[config.mk]
export PLATFORM = sky130hd
export DESIGN_NAME = dmem_access_ctrl
export DESIGN_NICKNAME = d
export VERILOG_FILES = /design/src/rtl/dmem_pkg.sv /design/src/rtl/dmem_beat_gen.sv /design/src/rtl/dmem_access_ctrl.sv
export SDC_FILE = /design/constraint.sdc
export NUM_CORES = 1
export LEC_CHECK = 0
export BUFFER_PORTS_ARGS = -buffer_cell sky130_fd_sc_hd__buf_2
export CELL_PAD_IN_SITES_DETAIL_PLACEMENT = 1
export CELL_PAD_IN_SITES_GLOBAL_PLACEMENT = 1
export CORE_MARGIN = 1
export CORE_UTILIZATION = 45
export DETAILED_ROUTE_END_ITERATION = 16
export HOLD_SLACK_MARGIN = 0.12
export PLACE_DENSITY = 0.89
export SLEW_MARGIN = 20
export SYNTH_ARGS = -nofsm -noshare
export SYNTH_HDL_FRONTEND = slang
export SYNTH_SLANG_ARGS = --single-unit
[constraint.sdc]
create_clock -name clk_in -period 9.6 [get_ports clk_in]
set_input_delay 0.96 -clock clk_in [delete_from_list [all_inputs] [get_ports clk_in]]
set_output_delay 0.96 -clock clk_in [all_outputs]
set_load 0.02 [all_outputs]
[src/rtl/dmem_pkg.sv]
// Shared types and helpers for the data-memory access controller.
package dmem_pkg;

  localparam int unsigned AW  = 32;
  localparam int unsigned DW  = 32;
  localparam int unsigned DW2 = 2 * DW;

  typedef enum logic [1:0] {
    S_IDLE,
    S_BEAT0,
    S_BEAT1,
    S_RESP
  } state_t;

  localparam logic [1:0] SZ_BYTE = 2'b00;
  localparam logic [1:0] SZ_HALF = 2'b01;
  localparam logic [1:0] SZ_WORD = 2'b10;

  // Byte enables across two consecutive words; size 11 behaves as a word.
  function automatic logic [7:0] base_mask(input logic [1:0] size, input logic [1:0] off);
    logic [7:0] m;
    case (size)
      SZ_BYTE: m = 8'h01;
      SZ_HALF: m = 8'h03;
      default: m = 8'h0F;
    endcase
    return m << off;
  endfunction

endpackage

[src/rtl/dmem_beat_gen.sv]
// Per-beat address, byte mask and rotated store data for one request.
module dmem_beat_gen
  import dmem_pkg::*;
#(
  parameter bit SPLIT_MISALIGNED = 1'b1
) (
  input  logic [1:0]    size,
  input  logic [AW-1:0] addr,
  input  logic [DW-1:0] wdata,
  output logic          split_c,
  output logic          misaligned_c,
  output logic [AW-1:0] addr0_c,
  output logic [AW-1:0] addr1_c,
  output logic [3:0]    mask0_c,
  output logic [3:0]    mask1_c,
  output logic [DW-1:0] wdata0_c,
  output logic [DW-1:0] wdata1_c
);

  logic [1:0]     off;
  logic [7:0]     mask8;
  logic [DW2-1:0] wdata64;

  always_comb begin
    off = addr[1:0];
    case (size)
      SZ_BYTE: misaligned_c = 1'b0;
      SZ_HALF: misaligned_c = (off == 2'd3);
      default: misaligned_c = (off != 2'd0);
    endcase
    split_c  = misaligned_c & SPLIT_MISALIGNED;
    // Second beat wraps past the top of the address space.
    addr0_c  = {addr[AW-1:2], 2'b00};
    addr1_c  = addr0_c + AW'(4);
    mask8    = base_mask(size, off);
    mask0_c  = mask8[3:0];
    mask1_c  = mask8[7:4];
    wdata64  = DW2'(wdata) << {off, 3'b000};
    wdata0_c = wdata64[DW-1:0];
    wdata1_c = wdata64[DW2-1:DW];
  end

endmodule

[src/rtl/dmem_access_ctrl.sv]
// Memory-stage to data-bus sequencer: one request at a time, misaligned
// accesses split into two word beats, split loads merged for the load unit.
module dmem_access_ctrl
  import dmem_pkg::*;
#(
  parameter bit SPLIT_MISALIGNED = 1'b1
) (
  input  logic          clk_in,
  input  logic          rst_in,
  input  logic          req_valid_in,
  output logic          req_ready_out,
  input  logic          req_write_in,
  input  logic [1:0]    req_size_in,
  input  logic [AW-1:0] req_addr_in,
  input  logic [DW-1:0] req_wdata_in,
  output logic          dm_req_out,
  output logic          dm_wr_out,
  output logic [AW-1:0] dm_addr_out,
  output logic [3:0]    dm_wmask_out,
  output logic [DW-1:0] dm_wdata_out,
  input  logic          dm_ack_in,
  input  logic [DW-1:0] dm_rdata_in,
  output logic          resp_valid_out,
  output logic [DW-1:0] lu_data_out,
  output logic [1:0]    lu_offset_out,
  output logic          misaligned_exc_out,
  output logic          stall_out
);

  state_t        state;
  logic          lat_write;
  logic [1:0]    lat_size;
  logic [AW-1:0] lat_addr;
  logic [DW-1:0] lat_wdata;
  logic [DW-1:0] beat0_data;

  logic [1:0]     sel_size_c;
  logic [AW-1:0]  sel_addr_c;
  logic [DW-1:0]  sel_wdata_c;
  logic           split_c, misaligned_c;
  logic [AW-1:0]  addr0_c, addr1_c;
  logic [3:0]     mask0_c, mask1_c;
  logic [DW-1:0]  wdata0_c, wdata1_c;
  logic [DW2-1:0] merged_c;

  // In IDLE the incoming request feeds the generator so beat 0 can be registered on accept.
  always_comb begin
    sel_size_c  = (state == S_IDLE) ? req_size_in  : lat_size;
    sel_addr_c  = (state == S_IDLE) ? req_addr_in  : lat_addr;
    sel_wdata_c = (state == S_IDLE) ? req_wdata_in : lat_wdata;
    merged_c    = {dm_rdata_in, beat0_data} >> {lat_addr[1:0], 3'b000};
  end

  dmem_beat_gen #(
    .SPLIT_MISALIGNED(SPLIT_MISALIGNED)
  ) u_beat_gen (
    .size        (sel_size_c),
    .addr        (sel_addr_c),
    .wdata       (sel_wdata_c),
    .split_c     (split_c),
    .misaligned_c(misaligned_c),
    .addr0_c     (addr0_c),
    .addr1_c     (addr1_c),
    .mask0_c     (mask0_c),
    .mask1_c     (mask1_c),
    .wdata0_c    (wdata0_c),
    .wdata1_c    (wdata1_c)
  );

  always_ff @(posedge clk_in) begin
    if (rst_in) begin
      state              <= S_IDLE;
      lat_write          <= 1'b0;
      lat_size           <= SZ_BYTE;
      lat_addr           <= '0;
      lat_wdata          <= '0;
      beat0_data         <= '0;
      req_ready_out      <= 1'b1;
      stall_out          <= 1'b0;
      dm_req_out         <= 1'b0;
      dm_wr_out          <= 1'b0;
      dm_addr_out        <= '0;
      dm_wmask_out       <= '0;
      dm_wdata_out       <= '0;
      resp_valid_out     <= 1'b0;
      lu_data_out        <= '0;
      lu_offset_out      <= '0;
      misaligned_exc_out <= 1'b0;
    end else begin
      resp_valid_out     <= 1'b0;
      misaligned_exc_out <= 1'b0;
      case (state)
        S_IDLE: begin
          if (req_valid_in) begin
            lat_write     <= req_write_in;
            lat_size      <= req_size_in;
            lat_addr      <= req_addr_in;
            lat_wdata     <= req_wdata_in;
            req_ready_out <= 1'b0;
            stall_out     <= 1'b1;
            if (misaligned_c && !SPLIT_MISALIGNED) begin
              state              <= S_RESP;
              resp_valid_out     <= 1'b1;
              misaligned_exc_out <= 1'b1;
              lu_data_out        <= '0;
              lu_offset_out      <= '0;
            end else begin
              state        <= S_BEAT0;
              dm_req_out   <= 1'b1;
              dm_wr_out    <= req_write_in;
              dm_addr_out  <= addr0_c;
              dm_wmask_out <= req_write_in ? mask0_c : 4'b0000;
              dm_wdata_out <= req_write_in ? wdata0_c : '0;
            end
          end
        end
        S_BEAT0: begin
          if (dm_ack_in) begin
            beat0_data <= dm_rdata_in;
            if (split_c) begin
              state        <= S_BEAT1;
              dm_addr_out  <= addr1_c;
              dm_wmask_out <= lat_write ? mask1_c : 4'b0000;
              dm_wdata_out <= lat_write ? wdata1_c : '0;
            end else begin
              state          <= S_RESP;
              dm_req_out     <= 1'b0;
              dm_wr_out      <= 1'b0;
              dm_addr_out    <= '0;
              dm_wmask_out   <= '0;
              dm_wdata_out   <= '0;
              resp_valid_out <= 1'b1;
              lu_data_out    <= lat_write ? '0 : dm_rdata_in;
              lu_offset_out  <= lat_write ? 2'b00 : lat_addr[1:0];
            end
          end
        end
        S_BEAT1: begin
          if (dm_ack_in) begin
            state          <= S_RESP;
            dm_req_out     <= 1'b0;
            dm_wr_out      <= 1'b0;
            dm_addr_out    <= '0;
            dm_wmask_out   <= '0;
            dm_wdata_out   <= '0;
            resp_valid_out <= 1'b1;
            lu_data_out    <= lat_write ? '0 : merged_c[DW-1:0];
            lu_offset_out  <= 2'b00;
          end
        end
        default: begin
          state         <= S_IDLE;
          req_ready_out <= 1'b1;
          stall_out     <= 1'b0;
        end
      endcase
    end
  end

endmodule

Word-level counts from Yosys, hierarchy flattened
Index checks and enable logic that the tools add are counted.

Add/subtract/negate cells: 1. Equality and inequality tests: 8. Shift-type cells: 3. Muxes and demuxes: 53. Bitwise operators: 1. Reduce and logical (&&, ||, !) cells: 13.

Operator list (number): $mux W32 (16); $pmux W32 S3 (2); $pmux W32 S2 (1); $shl A32 B5 Y64 (1); $shr A64 B5 Y32 (1); $add A32 B3 Y32 const B (1); $mux W4 (6); $mux W2 (8); $pmux W4 S3 (1); $mux W1 (10); $ne A2 B2 Y1 const B (4); $pmux W1 S2 (4); $pmux W4 S2 (1); $reduce_and A4 Y1 (2); $shl A4 B2 Y8 (1); $pmux W1 S3 (2); $pmux W2 S3 (1); $reduce_and A2 Y1 (3); $reduce_and A5 Y1 (1); $eq A2 B1 Y1 const B (2); $eq A2 B2 Y1 const B (2); $logic_not A2 Y1 (2); $pmux W2 S2 (1); $reduce_bool A2 Y1 (2); 4 further kinds (4).

Register bits after elaboration: 208. Word-level logic and storage cells: 95.

Logic depth before layout (Yosys ltp)
Depth after elaboration: 9. Depth in mapped cells: 15.

Modules after synthesis
Synthesis repeated with hierarchy kept, for this count alone.

Cells, all modules: 1387. Area total of the unflattened synthesis: 12194.2 µm².

Modules (own cells, without submodules): dmem_access_ctrl (times used 1, cells an instance 1128, area each 10408.7 µm², sequential area each 4164.0 µm²); dmem_beat_gen (times used 1, cells an instance 259, area each 1785.5 µm², sequential area each 0.0 µm²).

Worst setup path before layout
No wires, ideal clock.

Path type: reg2reg. From: register state[0]. To: register dm_addr_out[24]. Setup time: 0.117 ns. Arrival: 3.141 ns. Path slack: 6.342 ns. Cell stages (with the launch flop): 16. Buffers on the path: 6. Period minus slack after synthesis: 3.258 ns. Cells stage by stage: dfxtp_1 > inv_1 > ha_1 > buf_6 > buf_12 > buf_12 > buf_6 > buf_2 > buf_2 > mux2_2 > ha_1 > and2_1 > a21boi_1 > nand4_2 > or3_1 > a32o_1.

Longest elaborated chain between the ends: 7.

Ends and longest elaborated chain: from (decl) (line dmem_access_ctrl.sv:30) `state_t state;`; from (signal assigned) (line dmem_access_ctrl.sv:72) `state <= S_IDLE;`; from (signal assigned) (line dmem_access_ctrl.sv:102) `state <= S_RESP;`; from (signal assigned) (line dmem_access_ctrl.sv:108) `state <= S_BEAT0;`; branches (longest 7 deep; another with $add A32 B3 Y32); to (signal assigned) (line dmem_access_ctrl.sv:111) `dm_addr_out <= addr0_c;`; to (signal assigned) (line dmem_access_ctrl.sv:122) `dm_addr_out <= addr1_c;`; to (decl) (line dmem_access_ctrl.sv:18) `output logic [AW-1:0] dm_addr_out,`.

Several ways; the timed one is not identified. The select of a mux whose other input is x is not followed. A chain may end at the register's enable or synchronous reset.

Worst setup path in the final report
Same ends and word-level chain as after synthesis.

==> impl_metrics.env <==
export IMPL_outcome="complete, no violations"
export IMPL_grt_setup_unrepaired="false"
export IMPL_die_w_um=160
export IMPL_yosysMostFrequentCell="nand2_1"
export IMPL_synth_area_leaders="dfxtp_1 (37%), mux2i_1 (9.1%), nand2_1 (8.2%), a21oi_1 (7.7%), mux4_2 (6.4%)"
export IMPL_path_class="register to register"
export IMPL_power_density_mw_per_mm2=334
export IMPL_grt_max_degree=99
export IMPL_fp_dieH_um=160
export IMPL_n_fill_cell=2968
export IMPL_cap_violations=0
export IMPL_wirelength_um=37500
export IMPL_overflow=0
export IMPL_end_kind="register"
export IMPL_drive_gt1_frac=0.244
export IMPL_cts_root_buf="clkbuf_16"
export IMPL_syn_inst=1311
export IMPL_required_ns=10.01
export IMPL_clk_path_buf_depth=3
export IMPL_cts_buffers=24
export IMPL_synth_top_area_cell="dfxtp_1"
export IMPL_crit_chain="inv_1 > ha_4 > buf_4 > mux2i_1 > inv_1 > ha_1 > and2_1 > a21boi_1 > nand4_2 > or3_1 > a32o_1"
export IMPL_drc=0
export IMPL_synth_top_area_share=0.367
export IMPL_layout_nets=1548
export IMPL_gp_congestion=0.881
export IMPL_syn_area_sq_mm=0.0112
export IMPL_cts_resized=0
export IMPL_areaGrowthSynthToFinish_pct=15.8
export IMPL_synth_common_cells="nand2_1 (244), dfxtp_1 (206), a21oi_1 (173), mux2i_1 (102), clkbuf_1 (81)"
export IMPL_slew_headroom=0.258
export IMPL_core_sq_mm=0.0244
export IMPL_power_leakage_nw=5.19
export IMPL_hold_viol_final=0
export IMPL_synth_top_family_by_area="simple AND/OR/NAND/NOR gates"
export IMPL_crit_arrival_ns=4.98
export IMPL_synth_compound_area_frac=0.183
export IMPL_avgSynthCellArea_sq_um=8.57
export IMPL_crit_path_max_fanout=79
export IMPL_cts_tree="done"
export IMPL_ys_types=67
export IMPL_post_cts_setup_buffers=0
export IMPL_io_buffers=207
export IMPL_ir_drop_v=0.000222
export IMPL_yosysWarnings=0
export IMPL_synth_simple_area_share=0.194
export IMPL_antenna_left=0
export IMPL_ys_flop_type="dfxtp_1"
export IMPL_drv_slew=0
export IMPL_initial_core_util=0.461
export IMPL_synthArstFlopShare=0
export IMPL_ys_seq_area_frac=0.367
export IMPL_drt_iter0_drc=812
export IMPL_tightest_slew_ns=1.11
export IMPL_min_period_ns=4.57
export IMPL_crit_path_start_kind="register"
export IMPL_fmax_mhz=219
export IMPL_h_tree_depth=1
export IMPL_synth_edff_count=0
export IMPL_dieArea_sq_mm=0.0256
export IMPL_holdBufCountCts=0
export IMPL_clkLatencyLatePin_ns=0.53
export IMPL_synth_xor_area_share=0.00702
export IMPL_crit_path_max_incr_delay_ns=0.84
export IMPL_ys_ff_latch=206
export IMPL_cp_common_cell="inv_1"
export IMPL_grt_pass1_vias=10800
export IMPL_synth_area_mux_share=0.190
export IMPL_dr_pass1_iters=5
export IMPL_hold_path_class="register to register"
export IMPL_finalCritPeriodShare=0.476
export IMPL_clkSlewWorstSetupHoldPaths_ns=0.06
export IMPL_clkSinkCount=206
export IMPL_clock_skew_ns=0.0203
export IMPL_num_rows=57
export IMPL_pin_count=211
export IMPL_gr_usage_all_layers=0.286
export IMPL_tns_ns=0
export IMPL_vias_per_cell=6.07
export IMPL_vias=10800
export IMPL_wl_per_cell_um=21.0
export IMPL_fin_util=0.534
export IMPL_synthAdderAreaFrac=0.00668
export IMPL_grt_pass1_wl_um=59100
export IMPL_dp_hpwl_um=25700
export IMPL_setup_viol=0
export IMPL_crit_path_top_delay_cell="buf_4"
export IMPL_antenna_found_initial=2
flip-flops by register name (all words and copies together), names as in the netlist, 2 cells and up:
signal	flops
lu_data_out	32
lat_addr	32
state	2
dm_wmask_out	4
lu_offset_out	2
lat_wdata	32
lat_size	2
beat0_data	32
dm_addr_out	30
dm_wdata_out	32
per-layer routing:
layer,part of all wire,vias to the layer above,track usage,wire [um]
met2,0.48,392,0.479,17900
met5,0,-,0,0
met3,0.071,77,0.0535,2680
li1,-,5018,-,-
met4,0.032,0,0.104,1200
met1,0.42,5330,0.365,15700
final timing paths:
kind,startpoint,endpoint,slack [ns],depth (start not counted)
worst max-delay path,state[0]$_SDFFE_PP0P_,dm_addr_out[24]$_SDFFE_PP0P_,5.03,11
worst min-delay path,stall_out$_SDFFE_PP0P_,stall_out$_SDFFE_PP0P_,0.45,2
worst max register to register,state[0]$_SDFFE_PP0P_,dm_addr_out[24]$_SDFFE_PP0P_,5.03,11
worst min register to register,stall_out$_SDFFE_PP0P_,stall_out$_SDFFE_PP0P_,0.45,2
cells in the final DEF (no fill, tap or decap), drive strengths merged, types with 9 or more instances in the layout:
cell type,synthesis,layout
nand2,244,244
buf,37,219
dfxtp,206,206
a21oi,175,175
mux2i,102,102
o21ai,70,70
nor2,60,60
or4,39,39
mux2,34,34
mux4,32,32
clkbuf,82,32
nor3,30,30
nand3,27,27
o22ai,18,18
a32o,15,15
o31ai,10,10
nand3b,10,10
o41ai,9,9
xnor2,9,9
inv,8,9
and2,9,9
through the flow:
| stage | hold WS [ns] | total power, mW | area [sq um] | worst slack [ns] | std cells |
|---|---|---|---|---|---|
| 2_1_floorplan | 0.433 | 2.85 | 11200 | 6.34 | 1313 |
| 3_3_place_gp | 0.433 | 3.34 | 12200 | 5.54 | 1737 |
| 3_5_place_dp | 0.444 | 3.42 | 12200 | 5.29 | 1737 |
| 4_1_cts | 0.456 | 4.33 | 13000 | 5.13 | 1781 |
| 5_1_grt | 0.471 | 4.57 | 13000 | 4.85 | 1781 |
| 6_report | 0.449 | 4.35 | 13000 | 5.03 | 1783 |
cell type report:
| class | instances | area (sq um) | share of cell area |
|---|---|---|---|
| Multi-Input combinational cell | 980 | 6550 | 0.504 |
| Sequential cell | 206 | 4130 | 0.317 |
| Timing Repair Buffer | 219 | 1130 | 0.0870 |
| Clock buffer | 32 | 662 | 0.0509 |
| Tap cell | 324 | 405 | 0.0311 |
| Clock inverter | 12 | 100 | 0.00769 |
| Inverter | 8 | 30.0 | 0.00231 |
| Antenna cell | 2 | 5.00 | 0.000385 |
kinds of logic after synthesis:
logic type | Yosys count
AOI/OAI and AO/OA | 337
xor gates and xnor gates | 9
adders and majority gates | 6
buffers and inverters | 127
DFF | 206
muxes | 168
other | 1
and+or+nand+nor | 457
critical path, delay by kind of cell (launching register included):
family / cells / cell delay, ns
AOI/OAI and AO/OA: 2 / 0.60
buffers and inverters: 3 / 1.18
adders and majority gates: 2 / 0.85
and+or+nand+nor: 3 / 1.00
DFF: 1 / 0.37
muxes: 1 / 0.37
where the power goes:
part | switching, mW | internal (mW) | total, mW
combinational | 1.43 | 0.797 | 2.22
sequential | 0.157 | 1.08 | 1.23
clock | 0.379 | 0.514 | 0.893
total | 1.96 | 2.39 | 4.35
(Power assumes the default switching activity.)
